[config.mk]
export PLATFORM = sky130hd
export DESIGN_NAME = int_arbiter
export DESIGN_NICKNAME = d
export VERILOG_FILES = /design/src/rtl/int_arbiter.sv
export SDC_FILE = /design/constraint.sdc
export NUM_CORES = 1
export LEC_CHECK = 0
export CAP_MARGIN = 10
export CELL_PAD_IN_SITES_DETAIL_PLACEMENT = 1
export CELL_PAD_IN_SITES_GLOBAL_PLACEMENT = 1
export CORE_MARGIN = 10
export CORE_UTILIZATION = 33
export DETAILED_ROUTE_END_ITERATION = 16
export GPL_TIMING_DRIVEN = 0
export PLACE_DENSITY = 0.81
export SYNTH_ARGS = -nofsm -noshare
export SYNTH_HDL_FRONTEND = slang
export SYNTH_SLANG_ARGS = --single-unit
[constraint.sdc]
create_clock -name clk -period 2.3 [get_ports clk]
set_input_delay 0.69 -clock clk [delete_from_list [all_inputs] [get_ports clk]]
set_output_delay 0.69 -clock clk [all_outputs]
set_load 0.01 [all_outputs]
[src/rtl/int_arbiter.sv]
`default_nettype none
// ============================================================================
// Module      : int_arbiter
// Description : Four-source fixed-priority interrupt arbiter with edge-latched
//               pending bits and an IDLE/REQ/GAP handshake to the processor.
//               Optional acknowledge timeout enabled by INT_ACK_TIMEOUT_EN.
// Revision    : 1.0 - initial release
// ============================================================================
module int_arbiter #(
    parameter logic [7:0] TO_LIMIT = 8'd255
) (
    input  logic       clk,
    input  logic       reset,
    input  logic [3:0] src,
    input  logic [3:0] mask,
    input  logic       interrupt_ack,
    output logic       interrupt,
    output logic [1:0] int_id,
    output logic [3:0] pending,
    output logic       timeout
);

    localparam logic [1:0] c_IDLE = 2'd0;
    localparam logic [1:0] c_REQ  = 2'd1;
    localparam logic [1:0] c_GAP  = 2'd2;

    logic [1:0] r_state;
    logic [1:0] w_state_nxt;

    logic [3:0] r_src_q;
    logic       r_src_armed;
    logic [3:0] r_pending;
    logic [1:0] r_int_id;

    logic [3:0] w_rise;
    logic [3:0] w_req_vec;
    logic [3:0] w_clr;
    logic [1:0] w_sel_id;
    logic       w_sel_vld;
    logic       w_enter_req;
    logic       w_ack;
    logic       w_expire;

    // The first clock after reset only loads the src history, so a level
    // already high at release never looks like a rising edge.
    assign w_rise      = r_src_armed ? (src & ~r_src_q) : 4'b0000;
    assign w_req_vec   = r_pending & mask;
    assign w_sel_vld   = |w_req_vec;
    assign w_enter_req = (r_state == c_IDLE) && w_sel_vld;
    assign w_ack       = (r_state == c_REQ) && interrupt_ack;
    assign w_clr       = w_ack ? (4'b0001 << r_int_id) : 4'b0000;

    always_comb begin
        w_sel_id = 2'd0;
        for (int i = 3; i >= 0; i--) begin
            if (w_req_vec[i]) begin
                w_sel_id = i[1:0];
            end
        end
    end

`ifdef INT_ACK_TIMEOUT_EN
    logic [7:0] r_to_cnt;
    logic       r_timeout;
    logic [8:0] w_to_cnt_inc;

    assign w_to_cnt_inc = {1'b0, r_to_cnt} + 9'd1;
    // An ack in the same cycle always takes precedence over expiry.
    assign w_expire = (r_state == c_REQ) && !interrupt_ack
                      && (w_to_cnt_inc >= {1'b0, TO_LIMIT});

    always_ff @(posedge clk or negedge reset) begin
        if (!reset) begin
            r_to_cnt  <= 8'd0;
            r_timeout <= 1'b0;
        end else begin
            if (w_enter_req) begin
                r_to_cnt <= 8'd0;
            end else if (r_state == c_REQ) begin
                r_to_cnt <= w_to_cnt_inc[7:0];
            end
            if (w_expire) begin
                r_timeout <= 1'b1;
            end
        end
    end

    assign timeout = r_timeout;
`else
    logic w_unused_to_limit;

    assign w_unused_to_limit = ^TO_LIMIT;
    assign w_expire          = 1'b0;
    assign timeout           = 1'b0;
`endif

    always_ff @(posedge clk or negedge reset) begin
        if (!reset) begin
            r_state <= c_IDLE;
        end else begin
            r_state <= w_state_nxt;
        end
    end

    always_comb begin
        w_state_nxt = r_state;
        case (r_state)
            c_IDLE:  if (w_sel_vld) w_state_nxt = c_REQ;
            c_REQ:   if (w_ack || w_expire) w_state_nxt = c_GAP;
            c_GAP:   w_state_nxt = c_IDLE;
            default: w_state_nxt = c_IDLE;
        endcase
    end

    always_comb begin
        interrupt = (r_state == c_REQ);
    end

    // A new edge on the bit being acknowledged wins over the clear.
    always_ff @(posedge clk or negedge reset) begin
        if (!reset) begin
            r_src_q     <= 4'b0000;
            r_src_armed <= 1'b0;
            r_pending   <= 4'b0000;
            r_int_id    <= 2'd0;
        end else begin
            r_src_q     <= src;
            r_src_armed <= 1'b1;
            r_pending   <= (r_pending & ~w_clr) | w_rise;
            if (w_enter_req) begin
                r_int_id <= w_sel_id;
            end
        end
    end

    assign int_id  = r_int_id;
    assign pending = r_pending;

endmodule
`default_nettype wire

## Word-level counts from Yosys, hierarchy flattened

Cells that the tools add are included.

| storage, ports and cells | value |
|---|---|
| output and inout bits | 8 |
| logic and storage cells | 29 |
| register bits | 13 |
| bits of input ports | 11 |

| operators by class | value |
|---|---|
| equal/unequal tests | 3 |
| muxes and demuxes | 9 |
| bitwise logic cells | 6 |
| reduce and logical (&&, ||, !) cells | 5 |
| shifts and indexed selects | 1 |

Operators with widths:

| operator | number |
|---|---|
| 4-bit bitwise AND | 3 |
| 2-bit two-way mux | 6 |
| 4-bit two-way mux | 2 |
| 4-bit NOT | 2 |
| 4-bit bitwise OR | 1 |
| 2-bit case mux with 2 select lines | 1 |
| 4-bit OR reduction | 1 |
| 1-bit by 2-bit left shift with 4-bit output (first input constant) | 1 |
| 2-bit by 1-bit equality test with 1-bit output (second input constant) | 1 |
| 1-bit logical AND | 2 |
| 2-bit zero test | 1 |
| 2-bit by 1-bit inequality test with 1-bit output (second input constant) | 1 |
| 2-bit inequality test (second input constant) | 1 |
| 2-bit AND reduction | 1 |

## Longest topological paths before layout

| depth | value |
|---|---|
| depth in word-level cells | 6 |
| gate-level depth with buffers | 3 |
| gate-level depth less buffers | 3 |

## Worst setup path after synthesis

OpenSTA, ideal clock, no wires.

| path | value |
|---|---|
| path kind | input -> register |
| start point | input port interrupt_ack |
| end point | register r_pending[1] (netlist: pending[1]) |
| arrival time | 1.274 ns |
| stages on the path | 3 |
| data required time | 2.178 ns |
| path buffers | 0 |
| setup time | 0.122 ns |
| slack | 0.904 ns |
| cell sequence | nand3b_1 > or3_1 > a32o_1 |

| between the ends | value |
|---|---|
| word-level cells in the longest chain between the ends | 5 |

Ends and longest elaborated chain:

| item | RTL line | RTL |
|---|---|---|
| start, declared | 16 | `input logic interrupt_ack,` |
| 1-bit logical AND | 50 | `assign w_ack = (r_state == c_REQ) && interrupt_ack;` |
| 4-bit two-way mux | 51 | `assign w_clr = w_ack ? (4'b0001 << r_int_id) : 4'b0000;` |
| 4-bit NOT | 129 | `r_pending <= (r_pending & ~w_clr) \| w_rise;` |
| 4-bit bitwise AND | 129 |  |
| 4-bit bitwise OR | 129 |  |
| end signal, assigned | 129 |  |
| end, declared | 32 | `logic [3:0] r_pending;` |

Every way passes these cells.
A chain may end at the register's enable or synchronous reset.

## Final worst setup path

| path | value |
|---|---|
| start point | register r_state[1] |
| end point | output port interrupt |

| between the ends | value |
|---|---|
| word-level cells in the longest chain between the ends | 1 |

Ends and longest elaborated chain:

| item | RTL line | RTL |
|---|---|---|
| start, declared | 27 | `logic [1:0] r_state;` |
| start signal, assigned | 99 | `r_state <= c_IDLE;` |
| start signal, assigned | 101 | `r_state <= w_state_nxt;` |
| 2-bit by 1-bit equality test with 1-bit output | 116 | `interrupt = (r_state == c_REQ);` |
| end, declared | 17 | `output logic interrupt,` |

Every way passes these cells.

==> out/qor.yml <==
fin_tns_setup_ns: 0
drv_slew: 0
min_period_ns: 2.14
synth.net_count: 57
cts_root_buf: "clkbuf_4"
finalSetupViolations: 0
ir_drop_v: 0.000426
endpoint_kind: "output pin"
fin_area_um2: 737
crit_fanout: 5
status: "finished, final reports clean"
area_delta_synth_final_pct: 41.6
crit_start: "r_state[1]"
grt_max_degree: 14
worstMarginPinSlew_ns: 0.602
drt-total-wl_um: 1310
rrSetupSlack_ns: 1.01
cts.sinks: 13
cts_max_level: 1
num-nets-final: 79
clkLatencyLatePin_ns: 0.27
antennaDiodeCount: 0
hold_viol: 0
coreArea_um2: 1510
rsz0062_at_grt: "no"
finalCritPeriodShare: 0.930
die_x_um: 59.7
start_kind: "flip-flop"
slew-limit-headroom: 0.597
cts_buffer_depth: 2
vias_per_cell: 4.90
yosysWarnings: 0
ys_types: 20
postSynthCellCount: 46
syn_avg_cell_area_um2: 11.3
grt_pass1_wl_um: 2190
power.leakage_nw: 0.325
via_count: 407
cts_buffers: 3
antenna_found_initial: 0
hpwl_um: 1050
max_freq_mhz: 467
port-buffer-count: 17
dr.pass1.iters: 3
cts_resized: 0
rr_worst_depth: 3
initial_core_util: 0.346
holdCritPathClass: "flip-flop to flip-flop"
grt_pass1_vias: 454
placed_cell_area_um2: 711
ys_ff_latch: 13
drv_cap: 0
routabilityCongestion: 0.758
ios: 19
cts_tree: "built"
wl_per_cell_um: 15.8
synth_area_um2: 520
clk_pin_slew_ns: 0.08
crit_arrival_ns: 1.45
post_cts_buffers: 0
p_per_area_nw_per_um2: 1140
die_h_um: 59.7
rows: 14
setup.worst_path.end: "interrupt"
die-area_um2: 3570
r2r-start: "r_state[1]"
rr_endpoint: "pending[1]"
grt_use_total: 0.0799
crit_type: "flip-flop to output pin"
ant_nets: 0
utilization: 0.489
route.detailed.drc: 0
cts_hold_buffers: 0
drive_above_1_share: 0.0896
seq_area_frac_synth: 0.625
skew_ns: 0.00134
grt_overflow: 0
drt-initial-drc-count: 5
crit_required_ns: 1.61
## power by group
group / switching [mW] / internal (mW)
registers: 0.0708 / 0.295
logic: 0.142 / 0.193
clock network: 0.0725 / 0.0671
total: 0.285 / 0.555
## cell type report
type | instances | area, µm²
Timing Repair Buffer | 17 | 170
Clock buffer | 4 | 26.3
Inverter | 4 | 15.0
Fill cell | 174 | 769
Sequential cell | 13 | 325
Buffer | 1 | 7.51
Tap cell | 16 | 20.0
Multi-Input combinational cell | 28 | 173
## per-layer routing
layer,global-route usage,share of wire,vias to the layer above
li1,-,-,199
met1,0.0946,0.44,191
met2,0.113,0.43,15
met3,0.0381,0.11,2
met4,0.0481,0.019,0
met5,0,0,-
## worst min path at each step
| stage | cells after the start | from | endpoint |
|---|---|---|---|
| final | 1 | r_src_q[2] | pending[2] |
| after global routing | 1 | r_src_q[2] | pending[2] |
| after global placement | 1 | r_src_q[2] | pending[2] |
| after CTS | 1 | r_src_q[2] | pending[2] |
| after floorplan | 0 | reset | int_id[0] |
| after detailed placement | 1 | r_src_q[2] | pending[2] |
## synthesized netlist by cell type
cell type   n  area share
a221o_1     1       0.019
dfrtp_1    13        0.62
buf_4       1       0.014
o21ai_0     3       0.029
nor3_1      1      0.0096
a2bb2oi_1   1       0.017
mux2i_1     1       0.019
nor2_1      1      0.0072
and2b_2     1       0.017
inv_1       4       0.029
nand3b_1    3       0.043
nand4b_1    1       0.017
a31o_2      1       0.017
or3_1       1       0.012
o31ai_1     1       0.014
a22oi_1     1       0.014
a32o_1      1       0.019
nand2_1     6       0.043
a21oi_1     2       0.019
conb_1      2       0.014
## critical path: stages (launching register included)
cell,delay [ns]
dfrtp_1,0.42
and2b_2,0.23
clkdlybuf4s50_1,0.53
## kinds of logic (layout without fill, tap and decap cells)
family | Yosys count | count (layout) | synth area share
other | 2 | 2 | 0.0144
muxes | 1 | 1 | 0.0192
and+or+nand+nor | 14 | 14 | 0.149
AOI/OAI and AO/OA | 11 | 11 | 0.149
DFF | 13 | 13 | 0.625
buffers and inverters | 5 | 26 | 0.0433
## flip-flops by register name (all words and copies together), names as in the netlist
signal       flops
int_id           2
pending          4
r_src_armed      1
r_src_q          4
r_state          2
## metrics by stage
stage,hold WS [ns],total power [mW],setup slack (ns),std cells
floorplan,0.394,0.522,0.904,46
global placement,0.421,0.691,0.309,79
detailed placement,0.425,0.711,0.303,79
CTS,0.437,0.852,0.157,83
global route,0.464,0.907,0.0938,83
finish,0.433,0.841,0.160,83
## cells in the final DEF, fill, tap and decap left out, types with 2 or more instances in the layout
cell             Yosys  layout
nand2_1              6       6
clkdlybuf4s50_1      0      17
conb_1               2       2
inv_1                4       4
nand3b_1             3       3
a21oi_1              2       2
clkbuf_4             0       3
dfrtp_1             13      13
o21ai_0              3       3
Power figures use the tool's default switching activity.
